**src/rtl/knn_pkg.sv**
```systemverilog
// knn_pkg: shared definitions for the KNN vote classifier.
//   state_t  : controller states IDLE / COUNT / RESOLVE / DONE
//   clog2    : ceiling log2 for use in parameter/port widths
//   CLASSES  : class count for the default label width
package knn_pkg;

    typedef enum logic [1:0] {
        IDLE    = 2'd0,
        COUNT   = 2'd1,
        RESOLVE = 2'd2,
        DONE    = 2'd3
    } state_t;

    localparam int TYPE_W_DEF = 3;
    localparam int CLASSES    = 1 << TYPE_W_DEF;

    function automatic int clog2(input int v);
        int r;
        r = 0;
        while ((1 << r) < v) r++;
        return r;
    endfunction

endpackage

```
**src/rtl/knn_class_tally.sv**
```systemverilog
// knn_class_tally: per-class vote counter bank with optional distance-sum bank.
//   Optional feature macro: TIE_BREAK_DIST_EN (adds the dsum bank and its ports).
// Ports:
//   clk, rst          clock, async active-low reset
//   i_clear           clear every tally (start of a new vector)
//   i_inc             add one vote to class i_inc_idx
//   i_inc_idx         class receiving the vote
//   i_inc_dist        distance added to that class's dsum (macro only)
//   i_rd_idx          class being read
//   o_rd_cnt          vote count of class i_rd_idx
//   o_rd_dsum         distance sum of class i_rd_idx (macro only)
module knn_class_tally #(
    parameter int TYPE_W = 3,
    parameter int CNT_W  = 3
`ifdef TIE_BREAK_DIST_EN
    ,
    parameter int DIST_W = 16,
    parameter int DSUM_W = 19
`endif
) (
    input  logic              clk,
    input  logic              rst,
    input  logic              i_clear,
    input  logic              i_inc,
    input  logic [TYPE_W-1:0] i_inc_idx,
`ifdef TIE_BREAK_DIST_EN
    input  logic [DIST_W-1:0] i_inc_dist,
    output logic [DSUM_W-1:0] o_rd_dsum,
`endif
    input  logic [TYPE_W-1:0] i_rd_idx,
    output logic [CNT_W-1:0]  o_rd_cnt
);

    localparam int C = 1 << TYPE_W;

    logic [CNT_W-1:0] r_cnt [C];

    always_ff @(posedge clk or negedge rst) begin
        if (!rst) begin
            for (int c = 0; c < C; c++) r_cnt[c] <= '0;
        end else if (i_clear) begin
            for (int c = 0; c < C; c++) r_cnt[c] <= '0;
        end else if (i_inc) begin
            r_cnt[i_inc_idx] <= r_cnt[i_inc_idx] + CNT_W'(1);
        end
    end

    assign o_rd_cnt = r_cnt[i_rd_idx];

`ifdef TIE_BREAK_DIST_EN
    logic [DSUM_W-1:0] r_dsum [C];

    always_ff @(posedge clk or negedge rst) begin
        if (!rst) begin
            for (int c = 0; c < C; c++) r_dsum[c] <= '0;
        end else if (i_clear) begin
            for (int c = 0; c < C; c++) r_dsum[c] <= '0;
        end else if (i_inc) begin
            r_dsum[i_inc_idx] <= r_dsum[i_inc_idx] + DSUM_W'(i_inc_dist);
        end
    end

    assign o_rd_dsum = r_dsum[i_rd_idx];
`endif

endmodule

```
**src/rtl/knn_vote_classifier.sv**
```systemverilog
// knn_vote_classifier: majority vote over the K nearest entries of a sorted
// (distance, label) vector, result offered on a valid/ready handshake.
//   Optional feature macro: TIE_BREAK_DIST_EN (equal votes resolved by the
//   smaller distance sum, then lower class index; otherwise lower index wins).
// Ports:
//   clk, rst            clock, async active-low reset
//   in_valid/in_ready   vector handshake; in_ready high only while idle
//   ascending           1: nearest entry at index 0, 0: nearest at index N-1
//   in, in_type         packed distances / labels, entry i in slice i
//   out_class/out_votes winning class and its vote count
//   out_valid/out_ready result handshake; result held until accepted
//
// state   | meaning
// IDLE    | waiting for a vector, in_ready=1
// COUNT   | tallying one captured entry per cycle, K cycles
// RESOLVE | scanning classes 0..C-1, one per cycle, keeping the best
// DONE    | result presented, waiting for out_ready
module knn_vote_classifier
    import knn_pkg::*;
#(
    parameter int L      = 5,
    parameter int W      = 16,
    parameter int TYPE_W = 3,
    parameter int K      = 5
) (
    input  logic                        clk,
    input  logic                        rst,
    input  logic                        in_valid,
    output logic                        in_ready,
    input  logic                        ascending,
    input  logic [W*(1<<L)-1:0]         in,
    input  logic [TYPE_W*(1<<L)-1:0]    in_type,
    output logic [TYPE_W-1:0]           out_class,
    output logic [clog2(K+1)-1:0]       out_votes,
    output logic                        out_valid,
    input  logic                        out_ready
);

    localparam int N      = 1 << L;
    localparam int C      = 1 << TYPE_W;
    localparam int CNT_W  = clog2(K + 1);
    localparam int MAX_KC = (K > C) ? K : C;
    localparam int TMR_W  = (clog2(MAX_KC) < 1) ? 1 : clog2(MAX_KC);

    generate
        if (K < 1 || K > N) begin : g_bad_k
            $error("knn_vote_classifier: K must be in 1..N");
        end
    endgenerate

    state_t             r_state;
    state_t             w_state_nxt;
    logic [TMR_W-1:0]   r_tmr;
    logic [TYPE_W-1:0]  r_cls;
    logic [TYPE_W-1:0]  r_best_class;
    logic [CNT_W-1:0]   r_best_cnt;
    logic [TYPE_W-1:0]  r_type [K];
    logic [TYPE_W-1:0]  w_near_type [K];
    logic [CNT_W-1:0]   w_rd_cnt;
    logic               w_capture;
    logic               w_tc;
    logic               w_take;
    logic               w_in_ready;

    // Entries beyond the K nearest are never voted on.
    logic               w_unused_bits;
    assign w_unused_bits = ^{in, in_type};

    // Reorder into nearest-first so COUNT always consumes slot 0.
    for (genvar g = 0; g < K; g++) begin : g_pick_type
        assign w_near_type[g] = ascending ? in_type[TYPE_W*g +: TYPE_W]
                                          : in_type[TYPE_W*(N-1-g) +: TYPE_W];
    end

`ifdef TIE_BREAK_DIST_EN
    localparam int DSUM_W = W + CNT_W;

    logic [W-1:0]       r_dist [K];
    logic [W-1:0]       w_near_dist [K];
    logic [DSUM_W-1:0]  r_best_dsum;
    logic [DSUM_W-1:0]  w_rd_dsum;

    for (genvar g = 0; g < K; g++) begin : g_pick_dist
        assign w_near_dist[g] = ascending ? in[W*g +: W] : in[W*(N-1-g) +: W];
    end
`endif

    assign w_capture = in_valid && w_in_ready;
    assign w_tc      = (r_tmr == '0);

    // State register
    always_ff @(posedge clk or negedge rst) begin
        if (!rst) r_state <= IDLE;
        else      r_state <= w_state_nxt;
    end

    // Next-state logic
    always_comb begin
        w_state_nxt = r_state;
        case (r_state)
            IDLE:    if (in_valid) w_state_nxt = COUNT;
            COUNT:   if (w_tc)     w_state_nxt = RESOLVE;
            RESOLVE: if (w_tc)     w_state_nxt = DONE;
            DONE:    if (out_ready) w_state_nxt = IDLE;
            default: w_state_nxt = IDLE;
        endcase
    end

    // Output logic
    always_comb begin
        w_in_ready = 1'b0;
        out_valid  = 1'b0;
        case (r_state)
            IDLE:    w_in_ready = 1'b1;
            DONE:    out_valid  = 1'b1;
            default: ;
        endcase
    end

    assign in_ready  = w_in_ready;
    assign out_class = r_best_class;
    assign out_votes = r_best_cnt;

    // Best starts at cnt 0, so a zero-vote class can never displace a voted one.
    always_comb begin
        w_take = 1'b0;
        if (w_rd_cnt > r_best_cnt) begin
            w_take = 1'b1;
        end
`ifdef TIE_BREAK_DIST_EN
        else if (w_rd_cnt == r_best_cnt && w_rd_dsum < r_best_dsum) begin
            w_take = 1'b1;
        end
`endif
    end

    always_ff @(posedge clk or negedge rst) begin
        if (!rst) begin
            r_tmr        <= '0;
            r_cls        <= '0;
            r_best_class <= '0;
            r_best_cnt   <= '0;
            for (int j = 0; j < K; j++) r_type[j] <= '0;
`ifdef TIE_BREAK_DIST_EN
            r_best_dsum  <= '0;
            for (int j = 0; j < K; j++) r_dist[j] <= '0;
`endif
        end else if (w_capture) begin
            r_tmr        <= TMR_W'(K - 1);
            r_cls        <= '0;
            r_best_class <= '0;
            r_best_cnt   <= '0;
            for (int j = 0; j < K; j++) r_type[j] <= w_near_type[j];
`ifdef TIE_BREAK_DIST_EN
            r_best_dsum  <= '0;
            for (int j = 0; j < K; j++) r_dist[j] <= w_near_dist[j];
`endif
        end else begin
            case (r_state)
                COUNT: begin
                    for (int j = 0; j < K - 1; j++) r_type[j] <= r_type[j+1];
`ifdef TIE_BREAK_DIST_EN
                    for (int j = 0; j < K - 1; j++) r_dist[j] <= r_dist[j+1];
`endif
                    if (w_tc) begin
                        r_tmr <= TMR_W'(C - 1);
                        r_cls <= '0;
                    end else begin
                        r_tmr <= r_tmr - TMR_W'(1);
                    end
                end
                RESOLVE: begin
                    if (w_take) begin
                        r_best_class <= r_cls;
                        r_best_cnt   <= w_rd_cnt;
`ifdef TIE_BREAK_DIST_EN
                        r_best_dsum  <= w_rd_dsum;
`endif
                    end
                    r_cls <= r_cls + TYPE_W'(1);
                    if (!w_tc) r_tmr <= r_tmr - TMR_W'(1);
                end
                default: ;
            endcase
        end
    end

    knn_class_tally #(
        .TYPE_W (TYPE_W),
        .CNT_W  (CNT_W)
`ifdef TIE_BREAK_DIST_EN
        ,
        .DIST_W (W),
        .DSUM_W (DSUM_W)
`endif
    ) u_tally (
        .clk        (clk),
        .rst        (rst),
        .i_clear    (w_capture),
        .i_inc      (r_state == COUNT),
        .i_inc_idx  (r_type[0]),
`ifdef TIE_BREAK_DIST_EN
        .i_inc_dist (r_dist[0]),
        .o_rd_dsum  (w_rd_dsum),
`endif
        .i_rd_idx   (r_cls),
        .o_rd_cnt   (w_rd_cnt)
    );

endmodule

```
**config.mk**
```make
export PLATFORM = sky130hd
export DESIGN_NAME = knn_vote_classifier
export DESIGN_NICKNAME = d
export VERILOG_FILES = /design/src/rtl/knn_pkg.sv /design/src/rtl/knn_class_tally.sv /design/src/rtl/knn_vote_classifier.sv
export SDC_FILE = /design/constraint.sdc
export NUM_CORES = 1
export LEC_CHECK = 0
export CAP_MARGIN = 25
export CORE_AREA = 2 2 244 246
export CTS_CLUSTER_DIAMETER = 60
export DETAILED_ROUTE_END_ITERATION = 8
export DIE_AREA = 0 0 246 248
export GPL_ROUTABILITY_DRIVEN = 0
export PLACE_DENSITY = 0.37
export SYNTH_ARGS = -nofsm -noshare
export SYNTH_HDL_FRONTEND = slang
export SYNTH_HIERARCHICAL = 1
export SYNTH_SLANG_ARGS = --single-unit
```
**constraint.sdc**
```tcl
create_clock -name clk -period 2.6 [get_ports clk]
set_input_delay 0.39 -clock clk [delete_from_list [all_inputs] [get_ports clk]]
set_output_delay 0.39 -clock clk [all_outputs]
set_load 0.02 [all_outputs]
```
==> flow_summary.toml, run 1 <==
[run_status]
status = "finished, final reports clean"

[worst_setup_path]
start_kind = "flop"
cpPeakStageDelay_ns = 0.49
path_max_fanout = 6
crit_top_cell = "nand3_1"
endpoint_kind = "flop"
cpMaxStageDelayCell = "dfrtp_2"
crit_chain = "buf_12 > mux4_2 > mux2_4 > inv_1 > ha_1 > nand3_1 > o31a_1 > nand3_1 > a21oi_1"
required_ns = 2.84
critPathArrivalTime_ns = 2.69
path_class = "reg -> reg"

[synth]
synth_most_common_cell = "dfrtp_1"
netlist_top_cells_count = "53 x dfrtp_1, 33 x a21oi_1, 25 x mux2i_1, 24 x o21ai_0, 14 x inv_1"
synth_xor_area_frac = 0
synth-edff-count = 0
synth_nets = 942
synth_simple_gate_area_frac = 0.174
synth_top_family_by_area = "compound AO/OA/AOI/OAI gates"
ys_ff_latch = 53
synth_ff_type = "dfrtp_1"
synth_area_per_cell_um2 = 10.5
synth.area.mux_share = 0.137
synth_adder_area_share = 0.0451
ys_types = 55
async_flop_share = 1.00
yosysSeqAreaShare = 0.398
synth_warnings = 6
yosys.area.top_type = "dfrtp_1"
postSynthCellCount = 317
synth_area_leaders = "dfrtp_1 40%, mux2i_1 7.5%, a21oi_1 5.0%"
synth.top_cell.area_share = 0.398
synth_compound_area_frac = 0.184
syn_area_um2 = 3330

[clocking]
cts_tree = "built"
clock_path_buffers = 2
cts_sinks = 53
clockRootBuffer = "clkbuf_16"
ctsHoldBuffers = 0
cts_buffers = 5
htree_levels = 2
clk_pin_slew_ns = 0.08
clkLatencyLatePin_ns = 0.31

[sta]
finalCriticalPeriod_ns = 2.45
worst_pin_slew_ns = 0.703
fin_skew_ns = 0.0135
min_period_over_period = 0.943
finalSetupViolCount = 0
relSlewSlack = 0.532
hold_viol = 0
slew_viol_final = 0
worst_hold_slack_ns = 0.127
fmax_mhz = 408

[cells_and_area]
num_antenna_cells = 0
drive_gt1_frac = 0.165
num-nets-final = 989
instances_no_fill = 1137
syn2layout_area_growth_pct = 49.3

[routing]
dr.pass1.iters = 5
routed_wl_um = 9200
avgRoutedWirePerCell_um = 8.09
vias_per_cell = 2.29
drc_errors = 0
ant_nets = 0
drt-initial-drc-count = 112
vias = 2604

[flow_run]
cap_viol_max_count = 0

[pwr]
p_per_area_nw_per_um2 = 958
power_leakage_uw = 0.00176
irDropWorstVdd_mv = 0.370

[global_route]
grt_use_total = 0.0311
grt_pass1_vias = 2555
grt_max_degree = 43
antenna_found_initial = 0
grt_pass1_wl_um = 14700
overflow = 0

[floorplan]
ioPinCount = 621
dieArea_um2 = 61000
core_area_um2 = 58500
initial_core_util = 0.0570
num_rows = 89
dieHeight_um = 248
die_w_um = 246

[placed_design]
dp_hpwl_um = 6870
io_buffers = 42
dpl.cell_count = 1128

[hold_path]
hold_path_class = "in -> async"
## worst paths after layout
path / start / endpoint / slack (ns) / depth (start not counted)
max: r_cls[0] / out_class[1] / 0.15 / 9
max in group asynchronous: rst / u_tally/r_cnt[16] / 1.86 / 2
min reg2reg: r_type[2] / r_type[2] / 0.49 / 2
max reg2reg: r_cls[0] / out_class[1] / 0.15 / 9
min in group clk: r_type[2] / r_type[2] / 0.49 / 2
min: rst / r_state[0] / 0.13 / 1
## cells by family after synthesis
group                      count (synthesis)
AOI/OAI and AO/OA                         91
adders and majority gates                 12
DFF                                       53
and+or+nand+nor                           89
buffers and inverters                     36
muxes                                     36
## critical path, delay by kind of cell, from the launching register on
| kind | cells | cell delay, ns |
|---|---|---|
| multiplexers | 2 | 0.79 |
| flip-flops | 1 | 0.49 |
| AO/OA/AOI/OAI | 2 | 0.45 |
| AND/OR/NAND/NOR | 2 | 0.23 |
| adder cells (fa/ha/maj) | 1 | 0.21 |
| buffers and inverters | 2 | 0.20 |
## sequential cells by signal, indices dropped and copies added, names as in the netlist
register / flops
r_cls: 3
out_class: 3
u_tally/r_cnt: 24
r_state: 2
r_type: 15
out_votes: 3
r_tmr: 3
## what timing repair did
action                                  in CTS  in global routing
resized for setup                            1                 13
pin swaps                                    0                  7
setup buffers                                0                  2
endpoints found under the setup margin       6                  6
## power by group
part	switching [µW]	internal (µW)
Sequential	334	1140
Combinational	1310	1210
Clock	322	453
Total	1960	2800
## cell usage in the layout, fill, tap and decap left out, drive strengths merged, types with 2 or more instances in the layout
cell           count
dfrtp             53
clkdlybuf4s50     41
a21oi             33
mux2i             26
o21ai             26
buf               21
inv               15
a211oi            12
nand3             12
ha                12
nand2             11
nand3b            11
nor2              10
nor2b             10
or3                8
o41ai              8
mux4               6
nand2b             6
and2b              5
clkbuf             5
mux2               4
nand4              3
nand4b             3
a22oi              2
nor3b              2
or2                2
nand4bb            2
o221ai             2
## metrics by stage
stage	total power (µW)	instance area [µm²]	setup WS [ns]	utilization	setup TNS, ns
finish	4760	4970	0.148	0.0850	0
global route	5160	4970	-0.00308	0.0850	-0.00308
CTS	4720	4900	0.0714	0.0838	0
detailed placement	3920	4730	-0.0626	0.0809	-0.229
global placement	3920	4730	-0.0467	0.0809	-0.204
floorplan	3190	3330	0.261	-	0
## final cells by class
cell class | count | area, µm²
Clock inverter | 2 | 38.8
Sequential cell | 53 | 1330
Multi-Input combinational cell | 228 | 1840
Inverter | 14 | 52.6
Clock buffer | 5 | 125
Timing Repair Buffer | 62 | 616
Fill cell | 6791 | 53500
Tap cell | 773 | 967
## per-layer routing
layer | global-route usage | routed length, µm | vias to the layer above
li1 | - | - | 1269
met1 | 0.0437 | 4740 | 1277
met2 | 0.0442 | 3980 | 50
met3 | 0.00422 | 228 | 8
met4 | 0.0198 | 255 | 0
met5 | 0 | 0 | -
No activity file was read; power rests on OpenSTA's default activity.
==> inputs of run 2 (changes only) <==
--- a/config.mk
+++ b/config.mk
@@ -6,12 +6,12 @@
 export NUM_CORES = 1
 export LEC_CHECK = 0
 export CAP_MARGIN = 25
-export CORE_AREA = 2 2 244 246
+export CORE_AREA = 2 2 239 241
 export CTS_CLUSTER_DIAMETER = 60
 export DETAILED_ROUTE_END_ITERATION = 8
-export DIE_AREA = 0 0 246 248
+export DIE_AREA = 0 0 241 243
 export GPL_ROUTABILITY_DRIVEN = 0
-export PLACE_DENSITY = 0.37
+export PLACE_DENSITY = 0.38
 export SYNTH_ARGS = -nofsm -noshare
 export SYNTH_HDL_FRONTEND = slang
 export SYNTH_HIERARCHICAL = 1
==> constraint.sdc (replaced) <==
create_clock -name clk -period 3.2 [get_ports clk]
set_input_delay 0.48 -clock clk [delete_from_list [all_inputs] [get_ports clk]]
set_output_delay 0.48 -clock clk [all_outputs]
set_load 0.02 [all_outputs]
==> flow_summary.toml, run 2 (synthesis gave the netlist of run 1 again) <==
[global_route]
use_met1 = 0.0420
met3_usage = 0.00455
grt_use_total = 0.0334
antenna_found_initial = 0
gr-usage-met2 = 0.0534
grt-busiest-layer = "met2"
grt_max_degree = 33
overflow = 0
grt_pass1_vias = 2769
grt_pass1_wl_um = 15100

[sta]
finalSetupViolCount = 0
slew_viol_final = 0
fin_skew_ns = 0.0139
hold_viol = 0
fmax_mhz = 365
worst_pin_slew_ns = 0.877
min_period_over_period = 0.857
relSlewSlack = 0.415
grt_setup_unrepaired = "false"
finalCriticalPeriod_ns = 2.74
finalSetupTns_ns = 0

[run_status]
status = "finished, final reports clean"

[worst_setup_path]
critPathArrivalTime_ns = 2.96
path_max_fanout = 7
cpMaxStageDelayCell = "dfrtp_1"
path_class = "reg -> reg"
path_delay_family = "multiplexers"
required_ns = 3.42
crit_buf_inv = 0
cpPeakStageDelay_ns = 0.69
crit_chain = "mux4_2 > mux2_2 > ha_1 > nor2b_4 > o31ai_4 > o21ai_0 > a21oi_1"
endpoint_kind = "flop"
start_kind = "flop"

[floorplan]
core_area_um2 = 56000
ioPinCount = 621
die_w_um = 241
initial_core_util = 0.0595
dieHeight_um = 243
num_rows = 87
dieArea_um2 = 58600

[pwr]
p_total_uw = 3640
power_leakage_uw = 0.00170
irDropWorstVdd_mv = 0.303
p_per_area_nw_per_um2 = 761

[cells_and_area]
top_register = "u_tally/r_cnt"
num-nets-final = 982
syn2layout_area_growth_pct = 43.5
drive_gt1_frac = 0.131
largest_register_ff_count = 24
reg.largest.list = "u_tally/r_cnt (24), r_type (15)"
layout_commonest_cell = "dfrtp_1"
num_antenna_cells = 0
utilization = 0.0854
final_cell_mix = "53 x dfrtp_1, 41 x clkdlybuf4s50_1, 33 x a21oi_1"

[routing]
drt-initial-drc-count = 120
dr.pass1.iters = 4
vias_per_cell = 2.34
drc_errors = 0
avgRoutedWirePerCell_um = 8.33
vias = 2611
ant_nets = 0
routed_wl_um = 9280

[clocking]
clock_path_buffers = 2
clk_pin_slew_ns = 0.08
cts_buffers = 5
cts_tree = "built"
cts_setup_buffers = 0
cts_sinks = 53
clockRootBuffer = "clkbuf_16"
post_cts_resized = 0
htree_levels = 2
ctsHoldBuffers = 0
clkLatencyLatePin_ns = 0.30

[placed_design]
io_buffers = 42
dp_hpwl_um = 6820

[hold_path]
hold_path_class = "in -> async"

[flow_run]
cap_viol_max_count = 0
run 2: per-layer routing:
layer / vias to the layer above / part of all wire
met5: - / 0
li1: 1253 / -
met3: 9 / 0.018
met4: 0 / 0.029
met1: 1306 / 0.47
met2: 43 / 0.48
run 2: cell type report:
class | instances | area, µm²
fill | 6525 | 51200
multi-input combinational | 228 | 1800
sequential | 53 | 1330
tap | 756 | 946
timing repair buffer | 55 | 513
clock buffer | 6 | 129
inverter | 14 | 52.6
clock inverter | 2 | 13.8
run 2: power breakdown:
part           switching, µW  total [µW]  internal (µW)
sequential               278        1200            922
clock                    265         558            293
combinational           1030        1880            848
total                   1570        3640           2060
run 2: final timing paths:
kind	to	depth (start not counted)	start	slack, ns
max	out_class[0]	7	r_cls[0]	0.46
min	r_type[13]	1	rst	0.12
max reg2reg	out_class[0]	7	r_cls[0]	0.46
min reg2reg	r_type[0]	2	r_type[0]	0.49
max in group asynchronous	u_tally/r_cnt[1]	2	rst	2.41
min in group clk	r_type[0]	2	r_type[0]	0.49
run 2: per-stage QoR:
| step | instances | setup slack, ns | cell area (µm²) | hold WS (ns) |
|---|---|---|---|---|
| 6_report | 1114 | 0.458 | 4780 | 0.124 |
| 5_1_grt | 1114 | 0.252 | 4780 | 0.153 |
| 4_1_cts | 1114 | 0.420 | 4780 | 0.140 |
| 3_5_place_dp | 1106 | 0.449 | 4640 | 0.476 |
| 3_3_place_gp | 1106 | 0.470 | 4640 | 0.469 |
| 2_1_floorplan | 317 | 0.861 | 3330 | 0.184 |
==> RTL edit, RTL diff (settings of run 1) <==
Encoding of `state_t`: now one-hot (4 bits for 4 states).
--- a/src/rtl/knn_pkg.sv
+++ b/src/rtl/knn_pkg.sv
@@ -4,11 +4,11 @@
 //   CLASSES  : class count for the default label width
 package knn_pkg;
 
-    typedef enum logic [1:0] {
-        IDLE    = 2'd0,
-        COUNT   = 2'd1,
-        RESOLVE = 2'd2,
-        DONE    = 2'd3
+    typedef enum logic [3:0] {
+        IDLE    = 4'b0001,
+        COUNT   = 4'b0010,
+        RESOLVE = 4'b0100,
+        DONE    = 4'b1000
     } state_t;
 
     localparam int TYPE_W_DEF = 3;
Behaviour: same outputs for any inputs over 10 cycles, from zero or initial values and one cycle with rst low; not proved beyond that.
==> RTL edit against run 1 <==
- worst setup slack got worse by 0.081 ns
- count of clock-buffer cells in the layout increased by 1
- global-route usage increased by 0.14 points
- sequential share of layout area increased by 0.85 points
- largest cell class unchanged
- power decreased by 26%
- design area increased by 0.65%
- via count increased by 3.1%
- sequential cell count increased by 2
- die area unchanged
- wire length increased by 9.9%
- area after synthesis decreased by 0.94%
- critical endpoint is now out_votes[2]
- clock power increased by 0.9%
==> RTL edit: results (changes against run 1) <==
{| class="wikitable"
! Metric !! Value
|-
| Multi-input combinational cell area || 1740 sq um (-5.4%)
|-
| Synth Area in Compound Gates || 0.175 (-0.00926)
|-
| Area of placed instances || 4750 sq um (+0.32%)
|-
| Static leakage || 1.85 nW (+4.6%)
|-
| Largest voltage drop on the vdd net || 0.312 mV (-16%)
|-
| Arithmetic-cell share of the synthesized area counting full adders, half adders and majority gates || 0.0266 (-0.0185)
|-
| Psw || 0.00133 W (-32%)
|-
| Most common library cells after synthesis || 54 x dfrtp_1, 28 x o21ai_0, 27 x mux2i_1, 23 x inv_1, 23 x nand2_1
|-
| Critical register-to-register path endpoint || out_votes[2]
|-
| CP max-delay cell || mux4_2
|-
| Origin of the critical flop-to-flop path || r_cls[0]
|-
| Clock transition at the register clock pins on the worst setup and hold paths after CTS || 0.08 ns (about the same)
|-
| Areal power density over the cells || 701 nW/um^2 (-27%)
|-
| Largest clock skew in the final design || 0.0114 ns (-0.00208 ns)
|-
| Arrival time reported for the critical path endpoint || 2.72 ns (+0.03 ns)
|-
| Post-detail-place hpwl || 7.62 mm (+11%)
|-
| Vias || 2685 (+3.1%)
|-
| Status || completed
|-
| Antenna violations before repair || 1 (+1)
|-
| Global-route wire length before repair || 15.6 mm (+5.9%)
|-
| Critical path fanouts, max || 5 (-1)
|-
| Fill cells || 6786 (-0.074%)
|-
| Area contributors post-synth || dfrtp_1 41%, mux2i_1 8.2%, o21ai_0 4.2%
|-
| Clock power frac || 0.223 (+0.060)
|-
| Cell count after synthesis || 316 (-0.32%)
|-
| Flop+latch power || 0.00126 W (-14%)
|-
| Maximum number of pins on one net before global-route repair || 35 (-19%)
|-
| Achievable Freq || 395 MHz (-3.2%)
|-
| Setup Slack @ Placement || 0.0506 ns (+0.113 ns)
|-
| Layout cell share with drive strength beyond 1 || 0.165 (about the same)
|-
| Iteration count of the initial detailed-routing pass || 4 (-1)
|-
| Post-DR wirelength/cell || 8.85 microns (+9.3%)
|-
| Number of distinct standard cells referenced by the synthesized netlist || 57 (+3.6%)
|-
| Worst reg-to-reg path cell count || 7 (-2)
|-
| Global-route usage over all layers || 0.0325 (+0.00140)
|-
| Number of violations reported at the end of detailed-routing iteration 0 || 119 (+6.3%)
|-
| Final standard cell count with taps included and fillers excluded || 1143 (+0.53%)
|-
| Top Registers || u_tally/r_cnt x24, r_type x15, r_state x4
|-
| Multiplexer share of the synthesized area || 0.149 (+0.0119)
|-
| Setup slack of the most critical reg-to-reg path || 0.07 ns (-0.08 ns)
|-
| Clk Latency, worst-skew pair || 0.29 ns (-0.02 ns)
|}
[RTL edit: changes by cell type after synthesis, sizes merged, moves of 5 or more]
cell           run 1  this run
a21oi             33        16
nand2             11        24
a211oi            12         0
inv               14        24
nand3             12         3
o221ai             2        11
and2b              5         0
ha                12         7
[RTL edit: timing repair]
item                       in CTS  in global routing
setup buffers                   0                  1
resized for setup               0                 10
setup endpoints to repair       0                  7
[RTL edit: routing by layer]
metal	up-vias	wire length [microns]	track usage
met5	-	13	0
met2	28	4950	0.0528
met3	8	270	0.00833
met1	1370	4790	0.0440
li1	1277	-	-
met4	2	93	0.00446
[RTL edit: area by class of cell]
class	instances	share of cell area
inverters	24	0.0185
multi-input cells	216	0.349
well taps	773	0.193
clock inverters	2	0.00775
flip-flops and latches	55	0.276
repair buffers	67	0.130
clock buffers	6	0.0258
[RTL edit: critical path, delay by kind of cell (launching register included)]
family	cells	cell delay, ns
multiplexers	3	1.12
flip-flops	1	0.42
AO/OA/AOI/OAI	1	0.33
adder cells (fa/ha/maj)	1	0.23
AND/OR/NAND/NOR	1	0.17
buffers and inverters	1	0.14
[RTL edit: worst min path at each step]
| stage | endpoint | slack [ns] | cells past startpoint |
|---|---|---|---|
| after detailed placement | u_tally/r_cnt[16] | 0.47 | 1 |
| after global placement | u_tally/r_cnt[16] | 0.47 | 1 |
| after CTS | r_type[2] | 0.15 | 1 |
| after floorplan | out_class[0] | 0.09 | 0 |
| after global routing | r_type[2] | 0.19 | 1 |
| final | r_type[2] | 0.13 | 1 |
[RTL edit: logic make-up (layout without fill, tap and decap cells)]
family | count (synthesis) | after routing
AO/OA/AOI/OAI | 82 | 82
adder cells (fa/ha/maj) | 7 | 7
flip-flops | 55 | 55
buffers and inverters | 45 | 99
AND/OR/NAND/NOR | 88 | 88
multiplexers | 39 | 39
